### src/rtl/jtag_tap_target_pkg.sv
// Shared JTAG TAP definitions: one-hot TAP_* state codes and the IEEE 1149.1 next-state function.
// The host FSM and the target use this same encoding.
package jtag_tap_target_pkg;

  localparam int unsigned IDCODE_LEN = 32;

  typedef enum logic [15:0] {
    TAP_TEST_LOGIC_RESET = 16'h0001,
    TAP_RUN_TEST_IDLE    = 16'h0002,
    TAP_SELECT_DR        = 16'h0004,
    TAP_CAPTURE_DR       = 16'h0008,
    TAP_SHIFT_DR         = 16'h0010,
    TAP_EXIT1_DR         = 16'h0020,
    TAP_PAUSE_DR         = 16'h0040,
    TAP_EXIT2_DR         = 16'h0080,
    TAP_UPDATE_DR        = 16'h0100,
    TAP_SELECT_IR        = 16'h0200,
    TAP_CAPTURE_IR       = 16'h0400,
    TAP_SHIFT_IR         = 16'h0800,
    TAP_EXIT1_IR         = 16'h1000,
    TAP_PAUSE_IR         = 16'h2000,
    TAP_EXIT2_IR         = 16'h4000,
    TAP_UPDATE_IR        = 16'h8000
  } tap_state_e;

  typedef enum logic [1:0] {
    DR_BYPASS,
    DR_IDCODE,
    DR_USER
  } dr_sel_e;

  function automatic tap_state_e tap_next(input tap_state_e state, input logic tms);
    tap_state_e nxt;
    case (state)
      TAP_TEST_LOGIC_RESET: nxt = tms ? TAP_TEST_LOGIC_RESET : TAP_RUN_TEST_IDLE;
      TAP_RUN_TEST_IDLE:    nxt = tms ? TAP_SELECT_DR        : TAP_RUN_TEST_IDLE;
      TAP_SELECT_DR:        nxt = tms ? TAP_SELECT_IR        : TAP_CAPTURE_DR;
      TAP_CAPTURE_DR:       nxt = tms ? TAP_EXIT1_DR         : TAP_SHIFT_DR;
      TAP_SHIFT_DR:         nxt = tms ? TAP_EXIT1_DR         : TAP_SHIFT_DR;
      TAP_EXIT1_DR:         nxt = tms ? TAP_UPDATE_DR        : TAP_PAUSE_DR;
      TAP_PAUSE_DR:         nxt = tms ? TAP_EXIT2_DR         : TAP_PAUSE_DR;
      TAP_EXIT2_DR:         nxt = tms ? TAP_UPDATE_DR        : TAP_SHIFT_DR;
      TAP_UPDATE_DR:        nxt = tms ? TAP_SELECT_DR        : TAP_RUN_TEST_IDLE;
      TAP_SELECT_IR:        nxt = tms ? TAP_TEST_LOGIC_RESET : TAP_CAPTURE_IR;
      TAP_CAPTURE_IR:       nxt = tms ? TAP_EXIT1_IR         : TAP_SHIFT_IR;
      TAP_SHIFT_IR:         nxt = tms ? TAP_EXIT1_IR         : TAP_SHIFT_IR;
      TAP_EXIT1_IR:         nxt = tms ? TAP_UPDATE_IR        : TAP_PAUSE_IR;
      TAP_PAUSE_IR:         nxt = tms ? TAP_EXIT2_IR         : TAP_PAUSE_IR;
      TAP_EXIT2_IR:         nxt = tms ? TAP_UPDATE_IR        : TAP_SHIFT_IR;
      TAP_UPDATE_IR:        nxt = tms ? TAP_SELECT_DR        : TAP_RUN_TEST_IDLE;
      default:              nxt = TAP_TEST_LOGIC_RESET;
    endcase
    return nxt;
  endfunction

endpackage

### src/rtl/jtag_tap_target_if.sv
// JTAG pin bundle between a TAP host (master) and a TAP target (slave).
interface jtag_tap_target_if;
  logic tck;
  logic tms;
  logic tdi;
  logic tdo;
  logic tdo_oe;

  modport master (output tck, output tms, output tdi, input tdo, input tdo_oe);
  modport slave  (input tck, input tms, input tdi, output tdo, output tdo_oe);
endinterface

### src/rtl/jtag_edge_sync.sv
// Two-flop synchronisers for tck/tms/tdi plus registered tck rise/fall pulses;
// tms_s/tdi_s are aligned with the pulses, three clk after the pin edge.
module jtag_edge_sync (
  input  logic clk,
  input  logic rst,
  input  logic tck,
  input  logic tms,
  input  logic tdi,
  output logic tck_rise,
  output logic tck_fall,
  output logic tms_s,
  output logic tdi_s
);

  logic [1:0] tck_meta;
  logic [1:0] tms_meta;
  logic [1:0] tdi_meta;
  logic       tck_d;

  // NOTE: non-blocking assignments make every flop sample pre-edge values, so the chain really is N stages deep.
  always_ff @(posedge clk or posedge rst) begin
    if (rst) begin
      tck_meta <= 2'b00;
      tms_meta <= 2'b00;
      tdi_meta <= 2'b00;
      tck_d    <= 1'b0;
      tck_rise <= 1'b0;
      tck_fall <= 1'b0;
      tms_s    <= 1'b0;
      tdi_s    <= 1'b0;
    end else begin
      tck_meta <= {tck_meta[0], tck};
      tms_meta <= {tms_meta[0], tms};
      tdi_meta <= {tdi_meta[0], tdi};
      tck_d    <= tck_meta[1];
      tck_rise <= tck_meta[1] & ~tck_d;
      tck_fall <= ~tck_meta[1] & tck_d;
      tms_s    <= tms_meta[1];
      tdi_s    <= tdi_meta[1];
    end
  end

endmodule

### src/rtl/jtag_tap_target.sv
// Device-side JTAG TAP: oversampled 16-state controller with IR, IDCODE, BYPASS and a user DR.
// Optional macro JTAG_TARGET_TRST_EN adds the synchronised active-low trst_n port.
module jtag_tap_target
  import jtag_tap_target_pkg::*;
#(
  parameter int unsigned       IR_LEN      = 10,
  parameter logic [31:0]       IDCODE_VAL  = 32'h0A01_0C3D,
  parameter logic [IR_LEN-1:0] IR_IDCODE   = IR_LEN'('h003),
  parameter logic [IR_LEN-1:0] IR_USER     = IR_LEN'('h020),
  parameter int unsigned       USER_DR_LEN = 32
) (
  input  logic                   clk,
  input  logic                   rst,
`ifdef JTAG_TARGET_TRST_EN
  input  logic                   trst_n,
`endif
  jtag_tap_target_if.slave       jtag,
  output logic [15:0]            tap_state,
  output logic [IR_LEN-1:0]      ir_value,
  input  logic [USER_DR_LEN-1:0] user_capture_data,
  output logic [USER_DR_LEN-1:0] user_update_data,
  output logic                   user_update_pulse,
  output logic                   tlr_pulse
);

  logic tck_rise;
  logic tck_fall;
  logic tms_s;
  logic tdi_s;

  jtag_edge_sync u_edge_sync (
    .clk      (clk),
    .rst      (rst),
    .tck      (jtag.tck),
    .tms      (jtag.tms),
    .tdi      (jtag.tdi),
    .tck_rise (tck_rise),
    .tck_fall (tck_fall),
    .tms_s    (tms_s),
    .tdi_s    (tdi_s)
  );

  logic force_tlr;

`ifdef JTAG_TARGET_TRST_EN
  logic [1:0] trst_sync;

  always_ff @(posedge clk or posedge rst) begin
    if (rst) trst_sync <= 2'b11;
    else     trst_sync <= {trst_sync[0], trst_n};
  end

  assign force_tlr = ~trst_sync[1];
`else
  assign force_tlr = 1'b0;
`endif

  tap_state_e state_q;
  tap_state_e state_d;
  logic       enter_tlr;

  // NOTE: every signal driven by an always_comb gets a default first, so no latch is inferred.
  always_comb begin
    state_d = state_q;
    if (force_tlr)     state_d = TAP_TEST_LOGIC_RESET;
    else if (tck_rise) state_d = tap_next(state_q, tms_s);
    enter_tlr = (state_d == TAP_TEST_LOGIC_RESET) && (state_q != TAP_TEST_LOGIC_RESET);
  end

  always_ff @(posedge clk or posedge rst) begin
    if (rst) state_q <= TAP_TEST_LOGIC_RESET;
    else     state_q <= state_d;
  end

  assign tap_state = state_q;

  dr_sel_e dr_sel;

  always_comb begin
    dr_sel = DR_BYPASS;
    if (ir_value == IR_IDCODE)    dr_sel = DR_IDCODE;
    else if (ir_value == IR_USER) dr_sel = DR_USER;
  end

  logic [IR_LEN-1:0]      ir_shift;
  logic [IDCODE_LEN-1:0]  idcode_dr;
  logic [USER_DR_LEN-1:0] user_dr;
  logic                   bypass_dr;

  // NOTE: shift registers are reset too, so a reset mid-shift leaves no partial contents behind.
  always_ff @(posedge clk or posedge rst) begin
    if (rst) begin
      ir_shift          <= '0;
      idcode_dr         <= '0;
      user_dr           <= '0;
      bypass_dr         <= 1'b0;
      ir_value          <= IR_IDCODE;
      user_update_data  <= '0;
      user_update_pulse <= 1'b0;
      tlr_pulse         <= 1'b0;
    end else begin
      user_update_pulse <= 1'b0;
      tlr_pulse         <= enter_tlr;
      if (enter_tlr) begin
        ir_value <= IR_IDCODE;
      end else if (tck_rise) begin
        // Actions are keyed on the state being left, not the one being entered.
        case (state_q)
          TAP_CAPTURE_IR: ir_shift <= IR_LEN'(2'b01);
          TAP_SHIFT_IR:   ir_shift <= {tdi_s, ir_shift[IR_LEN-1:1]};
          TAP_UPDATE_IR:  ir_value <= ir_shift;
          TAP_CAPTURE_DR: begin
            case (dr_sel)
              DR_IDCODE: idcode_dr <= IDCODE_VAL;
              DR_USER:   user_dr   <= user_capture_data;
              default:   bypass_dr <= 1'b0;
            endcase
          end
          TAP_SHIFT_DR: begin
            case (dr_sel)
              DR_IDCODE: idcode_dr <= {tdi_s, idcode_dr[IDCODE_LEN-1:1]};
              DR_USER:   user_dr   <= (user_dr >> 1) | (USER_DR_LEN'(tdi_s) << (USER_DR_LEN - 1));
              default:   bypass_dr <= tdi_s;
            endcase
          end
          TAP_UPDATE_DR: begin
            if (dr_sel == DR_USER) begin
              user_update_data  <= user_dr;
              user_update_pulse <= 1'b1;
            end
          end
          default: ;
        endcase
      end
    end
  end

  logic dr_out;

  always_comb begin
    dr_out = bypass_dr;
    case (dr_sel)
      DR_IDCODE: dr_out = idcode_dr[0];
      DR_USER:   dr_out = user_dr[0];
      default:   dr_out = bypass_dr;
    endcase
  end

  logic tdo_q;
  logic tdo_oe_q;

  always_ff @(posedge clk or posedge rst) begin
    if (rst) begin
      tdo_q    <= 1'b0;
      tdo_oe_q <= 1'b0;
    end else if (tck_fall) begin
      case (state_q)
        TAP_SHIFT_IR: begin
          tdo_q    <= ir_shift[0];
          tdo_oe_q <= 1'b1;
        end
        TAP_SHIFT_DR: begin
          tdo_q    <= dr_out;
          tdo_oe_q <= 1'b1;
        end
        default: begin
          tdo_q    <= 1'b0;
          tdo_oe_q <= 1'b0;
        end
      endcase
    end
  end

  assign jtag.tdo    = tdo_q;
  assign jtag.tdo_oe = tdo_oe_q;

endmodule

### src/flat_wrapper.sv
// flat-port wrapper written by rule: the top's interface ports become plain ports
module jtag_tap_target_flat import jtag_tap_target_pkg::*;
#(
  parameter int unsigned       IR_LEN      = 10,
  parameter logic [31:0]       IDCODE_VAL  = 32'h0A01_0C3D,
  parameter logic [IR_LEN-1:0] IR_IDCODE   = IR_LEN'('h003),
  parameter logic [IR_LEN-1:0] IR_USER     = IR_LEN'('h020),
  parameter int unsigned       USER_DR_LEN = 32
)
  (clk, rst, tap_state, ir_value, user_capture_data, user_update_data, user_update_pulse, tlr_pulse, jtag_tck, jtag_tms, jtag_tdi, jtag_tdo, jtag_tdo_oe);
  jtag_tap_target_if jtag_i ();
  input  logic clk;
  input  logic rst;
  output logic [15:0] tap_state;
  output logic [IR_LEN-1:0] ir_value;
  input  logic [USER_DR_LEN-1:0] user_capture_data;
  output logic [USER_DR_LEN-1:0] user_update_data;
  output logic user_update_pulse;
  output logic tlr_pulse;
  input wire logic [$bits(jtag_i.tck)-1:0] jtag_tck;
  input wire logic [$bits(jtag_i.tms)-1:0] jtag_tms;
  input wire logic [$bits(jtag_i.tdi)-1:0] jtag_tdi;
  output wire logic [$bits(jtag_i.tdo)-1:0] jtag_tdo;
  output wire logic [$bits(jtag_i.tdo_oe)-1:0] jtag_tdo_oe;
  assign jtag_i.tck = jtag_tck;
  assign jtag_i.tms = jtag_tms;
  assign jtag_i.tdi = jtag_tdi;
  assign jtag_tdo = jtag_i.tdo;
  assign jtag_tdo_oe = jtag_i.tdo_oe;
  jtag_tap_target #(.IR_LEN(IR_LEN), .IDCODE_VAL(IDCODE_VAL), .IR_IDCODE(IR_IDCODE), .IR_USER(IR_USER), .USER_DR_LEN(USER_DR_LEN)) u_core (.clk(clk), .rst(rst), .jtag(jtag_i), .tap_state(tap_state), .ir_value(ir_value), .user_capture_data(user_capture_data), .user_update_data(user_update_data), .user_update_pulse(user_update_pulse), .tlr_pulse(tlr_pulse));
endmodule
### config.mk
export PLATFORM = sky130hd
export DESIGN_NAME = jtag_tap_target_flat
export DESIGN_NICKNAME = d
export VERILOG_FILES = /design/src/rtl/jtag_tap_target_pkg.sv /design/src/rtl/jtag_tap_target_if.sv /design/src/rtl/jtag_edge_sync.sv /design/src/rtl/jtag_tap_target.sv /design/src/flat_wrapper.sv
export SDC_FILE = /design/constraint.sdc
export NUM_CORES = 1
export LEC_CHECK = 0
export ABC_AREA = 1
export CAP_MARGIN = 20
export CORE_UTILIZATION = 49
export DETAILED_ROUTE_END_ITERATION = 16
export PLACE_DENSITY = 0.73
export SYNTH_ARGS = -nofsm -noshare
export SYNTH_HDL_FRONTEND = slang
export SYNTH_SLANG_ARGS = --single-unit
### constraint.sdc
create_clock -name clk -period 9.58 [get_ports clk]
set_input_delay 1.916 -clock clk [delete_from_list [all_inputs] [get_ports clk]]
set_output_delay 1.916 -clock clk [all_outputs]
set_load 0.005 [all_outputs]
==> qor.txt <==
outcome: complete, no violations
DRT Wirelength: 14.2 mm
Max clock buf depth: 2
Die ar.: 14100 sq um
Synth cell types: 44
vias after detailed routing: 5327
Final Instance Area: 8360 sq um
count of input and output buffers: 98
Inst Count DP: 1026
setup TNS: 0 ps
initial antenna violation count: 0
vias per inst: 5.03
Num CTS Buffers: 17
gpl congestion: 0.855
total power: 1.47 mW
# rows: 42
CP max FO: 5
Max Cap Violations: 0
CP Capture Type: primary output
Post-synth top flop: dfrtp_1
RSZ-0062 raised after global routing: no
Fin Hold WS: 348 ps
Post-Place Cell Area: 7730 sq um
worst-path cell chain: clkdlybuf4s50_1
Total GRT Usage: 21.6%
Skew-Pair Late Insertion Delay: 410 ps
DRT Pass-1 Iters: 5
Residual DRC: 0
vias in the first global route: 5148
core area: 13300 sq um
ratio of final minimum period to clock period: 35.5%
Post-Route Skew: 8.17 ps
Top delay family on crit path: flip-flops
num ports: 99
Area Growth Syn to Fin: 25.1%
# Post-CTS Setup Buffers: 0
hold_buf cts: 0
setup violators final: 0
wire length per cell: 13.4 microns
Leak: 4.12 nW
FMAX: 294 MHz
largest net degree at the start of global routing: 96
asr flop ratio synth: 100%
Syn Area/Cell: 8.52 sq um
layout cells sized above 1: 9.52%
Pins Over Slew Limit: 0
met2 usage: 33.2%
Bufs and invs on worst path: 1
Die Y: 119 microns
H-tree depth: 4
GR Util met1: 29.0%
Layout Cells excl Fill: 1058
Initial Utilization: 50.3%
pwr/cell area: 176 nW/um^2
post-cts gate resize count: 0
first-pass GRT wire length: 24.3 mm
CTS tree: built
global routing usage on met3: 6.52%
share of the yosys chip area belonging to registers: 55.5%
critical path arrival: 1490 ps
root buf cell: clkbuf_16
CP Data Required Time: 7660 ps
number of inserted diodes: 0
Nets: 908
syn nets: 822
CP max stage cell: dfstp_2
Yosys Warn Count: 0
Initial DRC Count: 319
number of synthesized flops with an enable pin: 0
Synth Cell Area: 6690 sq um
Cells after Synth: 785
Least-Margin Pin Slew: 902 ps
maximum vdd drop: 0.121 mV
CP max stage delay: 570 ps
Clk pin slew, worst setup/hold paths: 60 ps
Hold Fails Final Rpt: 0
grt peak-use layer: met2
#FFs+latches synth: 148
CTS sink count: 148
gr ovfl total: 0
kind of critical path: flop to primary output
min Tclk post-route: 3400 ps
Slew headroom: 39.7%
startpoint types: flop
Antenna Nets Post-Route: 0
HP Class: flop to flop
die width: 119 microns
HPWL after DPL: 9.34 mm
-- power breakdown --
group	internal (mW)	switching [mW]
clock network	0.435	0.252
logic	0.0551	0.0797
registers	0.639	0.0105
-- synth_stat cells, types with 6 or more instances --
library cell	number	share of area, %
a21oi_1	36	2.7
buf_2	16	1.2
clkbuf_1	10	0.56
dfrtp_1	145	54
inv_1	83	4.7
nand2_1	186	10
nand2_2	12	1.1
nand3_1	12	0.90
nand3_2	6	0.90
nand4_1	6	0.56
nor2_1	93	5.2
o21ai_0	57	4.3
o21ai_1	52	3.9
o31ai_1	10	1.1
-- metrics by stage --
| step | worst slack, ps | util (%) |
|---|---|---|
| finish | 6180 | 62.9 |
| global placement | 5820 | 58.1 |
| CTS | 6160 | 62.7 |
| detailed placement | 5790 | 58.1 |
| global route | 6040 | 62.9 |
| floorplan | 3690 | - |
-- logic make-up (layout without fill, tap and decap cells) --
logic type	Yosys count	count (layout)	synth area share [%]
simple gates	341	341	22.6
compound gates	170	170	13.9
flops	148	148	55.5
buf+inv	125	222	7.94
xor+xnor	1	1	0.131
-- registers in the layout, indices dropped and copies added, names as in the netlist --
signal / flops
u_core.jtag.tdo_oe: 1
u_core.u_edge_sync.tck_fall: 1
u_core.ir_shift: 10
u_core.u_edge_sync.tck_rise: 1
u_core.u_edge_sync.tdi_meta: 2
u_core.user_dr: 32
u_core.u_edge_sync.tdi_s: 1
u_core.user_update_pulse: 1
u_core.u_edge_sync.tms_meta: 2
u_core.idcode_dr: 32
u_core.user_update_data: 32
u_core.tlr_pulse: 1
u_core.ir_value: 10
u_core.bypass_dr: 1
u_core.u_edge_sync.tck_d: 1
u_core.u_edge_sync.tms_s: 1
u_core.tap_state: 16
u_core.jtag.tdo: 1
u_core.u_edge_sync.tck_meta: 2
-- path summary, 6_finish.rpt --
check                                                          from  slack, ps                                        to  cells after the start
hold reg to reg            u_core.u_edge_sync.tdi_meta[0]$_DFF_PP0_        350  u_core.u_edge_sync.tdi_meta[1]$_DFF_PP0_                      0
hold / removal             u_core.u_edge_sync.tdi_meta[0]$_DFF_PP0_        350  u_core.u_edge_sync.tdi_meta[1]$_DFF_PP0_                      0
min in group asynchronous                                       rst       2050            u_core.user_dr[20]$_DFFE_PP0P_                      2
setup reg to reg                     u_core.tap_state[10]$_DFF_PP0_       6810          u_core.idcode_dr[10]$_DFFE_PP0P_                      9
setup / recovery                      u_core.tap_state[0]$_DFF_PP1_       6180                              tap_state[0]                      1
max in group asynchronous                                       rst       6370             u_core.user_dr[6]$_DFFE_PP0P_                      3
-- routing by layer --
layer | wire (microns) | part of all wire [%]
met1 | 6580 | 46
met2 | 6510 | 46
met3 | 875 | 6.2
met4 | 237 | 1.7
met5 | 0 | 0
-- cells in the final DEF (no fill, tap or decap), types with 2 or more instances in the layout --
cell,count
clkbuf_16,17
inv_6,2
nor2_2,5
o21ai_0,57
o31ai_2,3
clkbuf_8,4
a31oi_1,2
clkinv_1,2
nand4_1,6
clkinv_2,2
nand2_1,186
clkinvlp_4,2
dfstp_2,3
nand3_1,12
nor4_1,4
a21oi_2,2
o31ai_1,10
nand3_2,6
dfrtp_1,145
nand2_4,3
inv_1,82
o21ai_1,52
inv_2,3
clkdlybuf4s50_1,98
nor2_4,4
nor2_1,93
bufinv_16,3
o22ai_1,2
a21oi_1,36
nor3_1,2
or2_2,2
buf_4,5
nand2_2,12
-- layout make-up --
type,count,area (sq um)
clock inverter,8,124
inverter,88,335
fill,1114,4930
tap,176,220
multi-input combinational,512,2450
sequential,148,3710
timing repair buffer,104,1040
clock buffer,22,484
Power figures use the tool's default switching activity.
